<file path="src/rtl/twofour_decoder_if.sv">
// Code stream interface for twofour_decoder: valid/ready code input
// plus the decoded one-hot output and FIFO status.
interface twofour_decoder_if #(
    parameter int FIFO_DEPTH = 4
);
    localparam int CNTW = $clog2(FIFO_DEPTH + 1);

    logic            in_valid;
    logic [1:0]      in_code;
    logic            in_ready;
    logic            out_valid;
    logic [3:0]      out_onehot;
    logic [CNTW-1:0] fifo_count;
    logic            drop_err;

    modport master (
        output in_valid,
        output in_code,
        input  in_ready,
        input  out_valid,
        input  out_onehot,
        input  fifo_count,
        input  drop_err
    );

    modport slave (
        input  in_valid,
        input  in_code,
        output in_ready,
        output out_valid,
        output out_onehot,
        output fifo_count,
        output drop_err
    );
endinterface

</file>
<file path="src/rtl/twofour_decoder.sv">
// Sequential 2-to-4 decoder: FIFO-buffered codes become stretched one-hot pulses.
// Define TWOFOUR_DECODER_GAP_EN to insert one all-zero cycle after every pulse.
module twofour_decoder #(
    parameter int HOLD_CYCLES = 4,
    parameter int FIFO_DEPTH  = 4
) (
    input  logic              clk,
    input  logic              rst,
    twofour_decoder_if.slave  bus
);
    localparam int PW   = (FIFO_DEPTH > 1) ? $clog2(FIFO_DEPTH) : 1;
    localparam int CNTW = $clog2(FIFO_DEPTH + 1);
    localparam int CW   = (HOLD_CYCLES > 1) ? $clog2(HOLD_CYCLES) : 1;

`ifdef TWOFOUR_DECODER_GAP_EN
    typedef enum logic [1:0] {
        IDLE,
        HOLD,
        GAP
    } state_t;
`else
    typedef enum logic [1:0] {
        IDLE,
        HOLD
    } state_t;
`endif

    logic [1:0]      mem [FIFO_DEPTH];
    logic [PW-1:0]   wr_ptr;
    logic [PW-1:0]   rd_ptr;
    logic [CNTW-1:0] count;
    logic            drop_q;
    logic            push;
    logic            pop;
    logic            have;
    logic [1:0]      head;

    state_t          state_q;
    state_t          state_d;
    logic [CW-1:0]   cnt_q;
    logic [CW-1:0]   cnt_d;
    logic [3:0]      onehot_q;
    logic [3:0]      onehot_d;

    function automatic logic [3:0] decode(input logic [1:0] code);
        logic [3:0] oh;
        oh = 4'b0000;
        unique case (code)
            2'd0: oh = 4'b0001;
            2'd1: oh = 4'b0010;
            2'd2: oh = 4'b0100;
            2'd3: oh = 4'b1000;
            default: oh = 4'b0000;
        endcase
        return oh;
    endfunction

    // in_ready looks only at the registered count, so a full FIFO
    // refuses a push even when a pop happens on the same edge.
    assign bus.in_ready   = (count < CNTW'(FIFO_DEPTH));
    assign bus.fifo_count = count;
    assign bus.drop_err   = drop_q;

    assign push = bus.in_valid & bus.in_ready;
    assign have = (count != '0);
    assign head = mem[rd_ptr];

    always_ff @(posedge clk) begin
        if (push) begin
            mem[wr_ptr] <= bus.in_code;
        end
    end

    always_ff @(posedge clk) begin
        if (rst) begin
            wr_ptr <= '0;
            rd_ptr <= '0;
            count  <= '0;
            drop_q <= 1'b0;
        end else begin
            if (push) begin
                wr_ptr <= wr_ptr + 1'b1;
            end
            if (pop) begin
                rd_ptr <= rd_ptr + 1'b1;
            end
            unique case ({push, pop})
                2'b10:   count <= count + 1'b1;
                2'b01:   count <= count - 1'b1;
                default: count <= count;
            endcase
            if (bus.in_valid && !bus.in_ready) begin
                drop_q <= 1'b1;
            end
        end
    end

    always_ff @(posedge clk) begin
        if (rst) begin
            state_q  <= IDLE;
            cnt_q    <= '0;
            onehot_q <= 4'b0000;
        end else begin
            state_q  <= state_d;
            cnt_q    <= cnt_d;
            onehot_q <= onehot_d;
        end
    end

    always_comb begin
        state_d  = state_q;
        cnt_d    = cnt_q;
        onehot_d = onehot_q;
        pop      = 1'b0;
        unique case (state_q)
            IDLE: begin
                if (have) begin
                    pop      = 1'b1;
                    onehot_d = decode(head);
                    cnt_d    = CW'(HOLD_CYCLES - 1);
                    state_d  = HOLD;
                end
            end
            HOLD: begin
                if (cnt_q != '0) begin
                    cnt_d = cnt_q - 1'b1;
                end else begin
`ifdef TWOFOUR_DECODER_GAP_EN
                    onehot_d = 4'b0000;
                    state_d  = GAP;
`else
                    if (have) begin
                        pop      = 1'b1;
                        onehot_d = decode(head);
                        cnt_d    = CW'(HOLD_CYCLES - 1);
                    end else begin
                        onehot_d = 4'b0000;
                        state_d  = IDLE;
                    end
`endif
                end
            end
`ifdef TWOFOUR_DECODER_GAP_EN
            GAP: begin
                if (have) begin
                    pop      = 1'b1;
                    onehot_d = decode(head);
                    cnt_d    = CW'(HOLD_CYCLES - 1);
                    state_d  = HOLD;
                end else begin
                    state_d = IDLE;
                end
            end
`endif
            default: begin
                onehot_d = 4'b0000;
                cnt_d    = '0;
                state_d  = IDLE;
            end
        endcase
    end

    always_comb begin
        bus.out_valid  = (state_q == HOLD);
        bus.out_onehot = (state_q == HOLD) ? onehot_q : 4'b0000;
    end
endmodule

</file>
<file path="src/flat_wrapper.sv">
// flat-port wrapper written by rule: the top's interface ports become plain ports
module twofour_decoder_flat 
#(
    parameter int HOLD_CYCLES = 4,
    parameter int FIFO_DEPTH  = 4
)
  (clk, rst, bus_in_valid, bus_in_code, bus_in_ready, bus_out_valid, bus_out_onehot, bus_fifo_count, bus_drop_err);
  twofour_decoder_if #(.FIFO_DEPTH(FIFO_DEPTH)) bus_i ();
  input  logic clk;
  input  logic rst;
  input wire logic [$bits(bus_i.in_valid)-1:0] bus_in_valid;
  input wire logic [$bits(bus_i.in_code)-1:0] bus_in_code;
  output wire logic [$bits(bus_i.in_ready)-1:0] bus_in_ready;
  output wire logic [$bits(bus_i.out_valid)-1:0] bus_out_valid;
  output wire logic [$bits(bus_i.out_onehot)-1:0] bus_out_onehot;
  output wire logic [$bits(bus_i.fifo_count)-1:0] bus_fifo_count;
  output wire logic [$bits(bus_i.drop_err)-1:0] bus_drop_err;
  assign bus_i.in_valid = bus_in_valid;
  assign bus_i.in_code = bus_in_code;
  assign bus_in_ready = bus_i.in_ready;
  assign bus_out_valid = bus_i.out_valid;
  assign bus_out_onehot = bus_i.out_onehot;
  assign bus_fifo_count = bus_i.fifo_count;
  assign bus_drop_err = bus_i.drop_err;
  twofour_decoder #(.HOLD_CYCLES(HOLD_CYCLES), .FIFO_DEPTH(FIFO_DEPTH)) u_core (.clk(clk), .rst(rst), .bus(bus_i));
endmodule
</file>
<file path="config.mk">
export PLATFORM = sky130hd
export DESIGN_NAME = twofour_decoder_flat
export DESIGN_NICKNAME = d
export VERILOG_FILES = /design/src/rtl/twofour_decoder_if.sv /design/src/rtl/twofour_decoder.sv /design/src/flat_wrapper.sv
export SDC_FILE = /design/constraint.sdc
export NUM_CORES = 1
export LEC_CHECK = 0
export ABC_AREA = 1
export CELL_PAD_IN_SITES_DETAIL_PLACEMENT = 1
export CELL_PAD_IN_SITES_GLOBAL_PLACEMENT = 1
export CORE_MARGIN = 10
export CORE_UTILIZATION = 39
export DETAILED_ROUTE_END_ITERATION = 10
export MAX_ROUTING_LAYER = met4
export PLACE_DENSITY = 0.83
export SLEW_MARGIN = 25
export SYNTH_ARGS = -nofsm -noshare
export SYNTH_HDL_FRONTEND = slang
export SYNTH_SLANG_ARGS = --single-unit
export TNS_END_PERCENT = 20
</file>
<file path="constraint.sdc">
create_clock -name clk -period 2.4 [get_ports clk]
set_input_delay 0.24 -clock clk [delete_from_list [all_inputs] [get_ports clk]]
set_output_delay 0.24 -clock clk [all_outputs]
set_load 0.1 [all_outputs]
</file>
==> results of run 1 <==
## layer usage
metal	vias to the layer above	wire (microns)	share of wire	track usage
li1	472	-	-	-
met1	407	1010	0.43	0.104
met4	0	14	0.0060	0.0244
met2	12	1220	0.52	0.173
met5	-	0	0	-
met3	2	102	0.043	0.0253
## logic make-up after synthesis
kind of cell | Yosys count | share of synthesized area
XOR/XNOR | 1 | 0.00763
buffers and inverters | 24 | 0.0795
AND/OR/NAND/NOR | 59 | 0.235
AO/OA/AOI/OAI | 23 | 0.100
adder cells (fa/ha/maj) | 6 | 0.0719
flip-flops | 25 | 0.505
## power by group through the flow
stage | clock network [mW] | logic [mW] | registers, mW
3_5_place_dp | 0 | 1.07 | 0.691
3_3_place_gp | 0 | 1.03 | 0.683
4_1_cts | 0.186 | 1.08 | 0.683
6_report | 0.178 | 1.07 | 0.681
5_1_grt | 0.202 | 1.19 | 0.704
2_1_floorplan | 0 | 0.639 | 0.889
## layout make-up
cell class | count | area, sq um | share of cell area
inverters | 23 | 86.3 | 0.0649
multi-input cells | 89 | 477 | 0.358
well taps | 31 | 38.8 | 0.0292
flip-flops and latches | 25 | 587 | 0.441
clock buffers | 4 | 26.3 | 0.0198
repair buffers | 14 | 115 | 0.0865
## placed cells by master, fill, tap and decap left out
cell type         n
edfxtp_1          8
nor2_1           11
ha_1              5
o21ai_0           7
clkbuf_4          3
nand2_1          33
nand3_2           1
clkdlybuf4s50_1   4
dfxtp_1          14
o21ai_1           1
dfxtp_2           2
clkbuf_1          1
fa_1              1
nor3_1            1
dfxtp_4           1
xor2_1            1
buf_4            10
inv_1            19
nand2_4           1
a21oi_1          15
nand3_1           9
nor2_4            3
inv_2             4
## worst paths after layout
path                                            to  cells after the start  slack, ns                                  start
max          u_core.bus.fifo_count[2]$_SDFFE_PP0P_                     12       0.41  u_core.bus.fifo_count[0]$_SDFFE_PP0P_
min          u_core.bus.fifo_count[0]$_SDFFE_PP0P_                      1       0.46  u_core.bus.fifo_count[0]$_SDFFE_PP0P_
max reg2reg  u_core.bus.fifo_count[2]$_SDFFE_PP0P_                     12       0.41  u_core.bus.fifo_count[0]$_SDFFE_PP0P_
min reg2reg  u_core.bus.fifo_count[0]$_SDFFE_PP0P_                      1       0.46  u_core.bus.fifo_count[0]$_SDFFE_PP0P_
## metrics by stage
stage,instances,utilization
floorplan,138,-
global placement,182,0.469
detailed placement,182,0.469
CTS,186,0.478
global route,186,0.478
finish,186,0.478
## flip-flops by register name (all words and copies together) (netlist names), named ones only
signal and flops:
u_core.bus.drop_err 1, u_core.bus.fifo_count 3, u_core.cnt_q 2, u_core.mem 8, u_core.onehot_q 4, u_core.rd_ptr 2
u_core.state_q 1, u_core.wr_ptr 2
## synth_stat cells
cell type,instances
a21oi_1,15
nand3_1,9
nor3_1,1
xor2_1,1
nor2_1,11
ha_1,5
nand3_2,1
dfxtp_1,17
buf_2,1
inv_2,4
o21ai_1,1
nand2_1,33
edfxtp_1,8
fa_1,1
nand2_4,1
nor2_4,3
inv_1,19
o21ai_0,7
==> results.txt, run 1 <==
register area share after synthesis -> 0.505
Final Hold Vio Count -> 0
CP peak stage delay -> 0.37 ns
global placement routability congestion -> 0.759
Design Power -> 1.92 mW
Peak supply drop -> 1.22 mV
mapped cell area -> 1150 sq um
critical-path maximum fanout -> 9
FF+latch count, synth -> 25
Switching Fraction -> 0.524
Die W -> 74.3 microns
critical path startpoint category -> flip-flop
Rel. slew slack -> 0.775
area growth from synthesis to layout -> 15.8%
maximum clock insertion buffer count -> 2
final max-slew violation count -> 0
run status -> complete, no violations
CTS tree -> built
Worst Hold Slack -> 0.456 ns
initial core utilization -> 0.413
Synth cell types -> 18
Total Wirelength -> 2350 microns
largest net degree at the start of global routing -> 14
Critical Path RT -> 2.63 ns
Pwr Density -> 1450 nW/um^2
vias -> 893
# nets final -> 167
Power Internal -> 916 uW
Diodes inserted -> 0
# DRC -> 0
Iteration-0 DRC Markers -> 29
Lkg Pwr -> 0.616 nW
I/O pins -> 15
row count -> 19
FILL cells -> 346
crit-path leading delay family -> adder cells
Max Freq -> 0.502 GHz
clk_lat worst skew -> 0.31 ns
post-detail-place hpwl -> 1940 microns
Synth top area share -> 0.296
total iterations of the first detailed-routing run -> 3
die height -> 74.3 microns
Root Driver -> clkbuf_4
CP Cell Sequence -> inv_1 > nand3_2 > inv_2 > nor2_4 > ha_1 > inv_1 > fa_1 > a21oi_1 > o21ai_0 > nand2_1 > nand2_1 > nor2_1
ANT nets after route -> 0
Min-Delay Path Class -> reg2reg
net load switching power -> 1.01 mW
Max-Cap Viols -> 0
crit share post-route -> 0.829
Tightest Pin Transition -> 0.337 ns
CTS Hold Bufs -> 0
H-tree levels -> 1
post-CTS setup buffer count -> 0
post-CTS sizing -> 0
clock slew at reported path FFs -> 0.14 ns
TritonCTS buffer count -> 3
Final WS setup -> 0.410 ns
Clock Skew -> 0.0170 ns
Synth area leader -> dfxtp_1
Critical-path top delay cell -> dfxtp_2
Area contributors post-synth -> dfxtp_1, edfxtp_1, nand2_1, a21oi_1, inv_1
Worst Path Arrival -> 2.22 ns
Worst Setup End Kind -> flip-flop
core box area -> 2780 sq um
Area after DPL -> 1300 sq um
Num Clock Sinks -> 25
grt ovf -> 0
Final setup viols -> 0
Synth Instances -> 138
Crit path buffers/inverters -> 3
vias per cell -> 4.80
Routed WL per cell -> 12.6 microns
Fin Setup TNS -> 0 ns
RSZ-0062 raised after global routing -> no
first-pass GRT wire length -> 4240 microns
fin area -> 1330 sq um
syn nets -> 149
Setup Slack @ Placement -> 0.294 ns
combinational share of power -> 0.554
Die ar. -> 5520 sq um
Port Buffers -> 14
total track usage -> 0.0968
synthesized area per cell -> 8.32 sq um
synth warn -> 0
vias in the first global route -> 970
minimum clock period after layout -> 1.99 ns
share of layout cells above drive strength 1 -> 0.161
initial antenna violation count -> 0
Clock power frac -> 0.093
CP Class -> reg2reg
Seq pwr share -> 0.354
Power figures use the tool's default switching activity.
==> run 2: changes to the inputs <==
- clock period: 2.4 -> 2.1 ns (I/O delays scaled with it)
==> run 2 against run 1 <==
  * Final cell count is 1.6% higher
  * Critical path type unchanged
  * Setup slack worse by 0.26 ns
  * First-iteration DRC count is 17% higher
  * Flip-flop and latch count stayed put
  * Highest routed layer unchanged
  * Largest cell class unchanged
  * Maximum frequency is 1.8% higher
  * Clock skew is 0.010 ns lower
  * Utilization is 0.85 points higher
==> results.txt, run 2 (synthesized netlist as in run 1, its figures left out) <==
TritonCTS buffer count -> 3 (unchanged)
Diodes inserted -> 0 (unchanged)
vias -> 934 (was 893)
H-tree levels -> 1 (unchanged)
CP peak stage delay -> 0.39 ns (was 0.37 ns)
Placed Cells -> 183 (was 182)
Clock Skew -> 0.00709 ns (was 0.0170 ns)
Crit path buffers/inverters -> 3 (unchanged)
crit share post-route -> 0.931 (was 0.829)
cell count along the critical path -> 12 (unchanged)
clock slew at reported path FFs -> 0.13 ns (was 0.14 ns)
Port Buffers -> 14 (unchanged)
maximum clock insertion buffer count -> 2 (unchanged)
die height -> 74.3 microns (unchanged)
CP Class -> reg2reg (unchanged)
run status -> complete, no violations (unchanged)
Final Hold Vio Count -> 0 (unchanged)
r2r worst-path depth -> 12 (unchanged)
row count -> 19 (unchanged)
largest net degree at the start of global routing -> 14 (unchanged)
minimum clock period after layout -> 1.95 ns (was 1.99 ns)
vias per cell -> 4.94 (was 4.80)
critical-path maximum fanout -> 5 (was 9)
area growth from synthesis to layout -> 17.9% (was 15.8%)
launch point of the worst reg-to-reg path -> u_core.bus.fifo_count[0]$_SDFFE_PP0P_ (unchanged)
total iterations of the first detailed-routing run -> 4 (was 3)
Root Driver -> clkbuf_4 (unchanged)
vias in the first global route -> 1,037 (was 970)
flop-to-flop setup slack -> 0.15 ns (was 0.41 ns)
Critical Path RT -> 2.34 ns (was 2.63 ns)
first-pass GRT wire length -> 4270 microns (was 4240 microns)
Most flops, register -> u_core.mem (unchanged)
initial antenna violation count -> 0 (unchanged)
Worst Setup End Kind -> flip-flop (unchanged)
Die ar. -> 5520 sq um (unchanged)
# nets final -> 170 (was 167)
Lkg Pwr -> 0.630 nW (was 0.616 nW)
Worst Path Arrival -> 2.20 ns (was 2.22 ns)
final max-slew violation count -> 0 (unchanged)
max reg flops -> 8 (unchanged)
most frequent cells in the layout -> nand2_1, inv_1, a21oi_1 (unchanged)
hold_sp -> u_core.onehot_q[1]$_SDFFE_PP0P_ (was u_core.bus.fifo_count[0]$_SDFFE_PP0P_)
Final setup viols -> 0 (unchanged)
WHS Path Cells -> 2 (was 1)
clk_lat worst skew -> 0.30 ns (was 0.31 ns)
Critical-path top delay cell -> fa_1 (was dfxtp_2)
Rel. slew slack -> 0.763 (was 0.775)
initial core utilization -> 0.413 (unchanged)
CP Cell Sequence -> inv_1 > nand3_2 > inv_2 > nor2_4 > ha_1 > inv_1 > fa_1 > a21oi_1 > o21ai_1 > nand2_1 > nand2_1 > nor2_1 (was inv_1 > nand3_2 > inv_2 > nor2_4 > ha_1 > inv_1 > fa_1 > a21oi_1 > o21ai_0 > nand2_1 > nand2_1 > nor2_1)
commonest non-fill, non-tap cell in the layout -> nand2_1 (unchanged)
Num Clock Sinks -> 25 (unchanged)
Routed WL per cell -> 12.6 microns (about the same)
Die W -> 74.3 microns (unchanged)
post-detail-place hpwl -> 2000 microns (was 1940 microns)
critical path startpoint category -> flip-flop (unchanged)
Min-Delay Path Class -> reg2reg (unchanged)
FILL cells -> 344 (was 346)
grt ovf -> 0 (unchanged)
crit-path leading delay family -> adder cells (unchanged)
I/O pins -> 15 (unchanged)
CTS Hold Bufs -> 0 (unchanged)
# DRC -> 0 (unchanged)
Pwr Density -> 1680 nW/um^2 (was 1450 nW/um^2)
core box area -> 2780 sq um (unchanged)
Max-Cap Viols -> 0 (unchanged)
Finished Layout Cells -> 189 (was 186)
Iteration-0 DRC Markers -> 34 (was 29)
FF-to-FF End -> u_core.bus.fifo_count[2]$_SDFFE_PP0P_ (unchanged)
Total Wirelength -> 2380 microns (was 2350 microns)
share of layout cells above drive strength 1 -> 0.184 (was 0.161)
Tightest Pin Transition -> 0.355 ns (was 0.337 ns)
ANT nets after route -> 0 (unchanged)
CTS tree -> built (unchanged)
global placement routability congestion -> 0.713 (was 0.759)
Peak supply drop -> 1.07 mV (was 1.22 mV)
total track usage -> 0.0982 (was 0.0968)
Max Freq -> 0.512 GHz (was 0.502 GHz)
hold worst-path end -> u_core.onehot_q[1]$_SDFFE_PP0P_ (was u_core.bus.fifo_count[0]$_SDFFE_PP0P_)
Design Power -> 2.27 mW (was 1.92 mW)
## run 2: cell types whose count changed in the layout (fill, tap and decap cells not counted), sizes merged
cell / previous run / this run
buf: 10 / 13
## run 2: through the flow
step / setup TNS (ns) / hold slack (ns) / instance area, sq um / util / setup WS, ns
6_report: 0 / 0.473 / 1350 / 0.487 / 0.146
5_1_grt: -0.0104 / 0.511 / 1350 / 0.487 / -0.0104
4_1_cts: 0 / 0.476 / 1340 / 0.481 / 0.0524
3_5_place_dp: 0 / 0.456 / 1310 / 0.472 / 0.0915
3_3_place_gp: 0 / 0.424 / 1310 / 0.472 / 0.279
2_1_floorplan: -0.166 / 0.309 / 1160 / - / -0.166
## run 2: cell type report
cell class / count / area, sq um / area share
Clock buffer: 4 / 26.3 / 0.0194
Multi-Input combinational cell: 89 / 477 / 0.352
Sequential cell: 25 / 588 / 0.434
Tap cell: 31 / 38.8 / 0.0287
Timing Repair Buffer: 17 / 138 / 0.102
Inverter: 23 / 86.3 / 0.0638
## run 2: how the worst max path moves through the flow
| stage | start | endpoint | slack, ns |
|---|---|---|---|
| 3_3_place_gp | bus_in_valid | u_core.bus.fifo_count[2]$_SDFFE_PP0P_ | 0.28 |
| 5_1_grt | u_core.bus.fifo_count[0]$_SDFFE_PP0P_ | u_core.bus.fifo_count[2]$_SDFFE_PP0P_ | -0.01 |
| 6_report | u_core.bus.fifo_count[0]$_SDFFE_PP0P_ | u_core.bus.fifo_count[2]$_SDFFE_PP0P_ | 0.15 |
| 3_5_place_dp | u_core.bus.fifo_count[0]$_SDFFE_PP0P_ | u_core.bus.fifo_count[2]$_SDFFE_PP0P_ | 0.09 |
| 4_1_cts | u_core.bus.fifo_count[0]$_SDFFE_PP0P_ | u_core.bus.fifo_count[2]$_SDFFE_PP0P_ | 0.05 |
| 2_1_floorplan | u_core.bus.fifo_count[2]$_SDFFE_PP0P_ | u_core.bus.fifo_count[2]$_SDFFE_PP0P_ | -0.17 |
## run 2: per-layer routing
metal  part of all wire  track usage  up-vias  wire length (microns)
met5                  0            -        -                      0
met4             0.0059       0.0366        0                     14
met3              0.037       0.0239        2                     88
met2               0.54        0.183       12                   1290
met1               0.41       0.0959      442                    980
li1                   -            -      478                      -
## run 2: worst min-delay path, stage by stage, from the launching register on
cell and delay, ns:
dfxtp_1 0.33, nand2_1 0.06, a21oi_1 0.05
## run 2: what timing repair did
action / in CTS / in global routing
gates resized for setup: 0 / 1
buffers inserted: 0 / 2
setup endpoints to repair: 0 / 1
## run 2: where the power goes
group	internal [mW]	switching (mW)	total, mW
registers	0.653	0.126	0.779
clock network	0.0740	0.129	0.203
logic	0.371	0.917	1.29
total	1.10	1.17	2.27
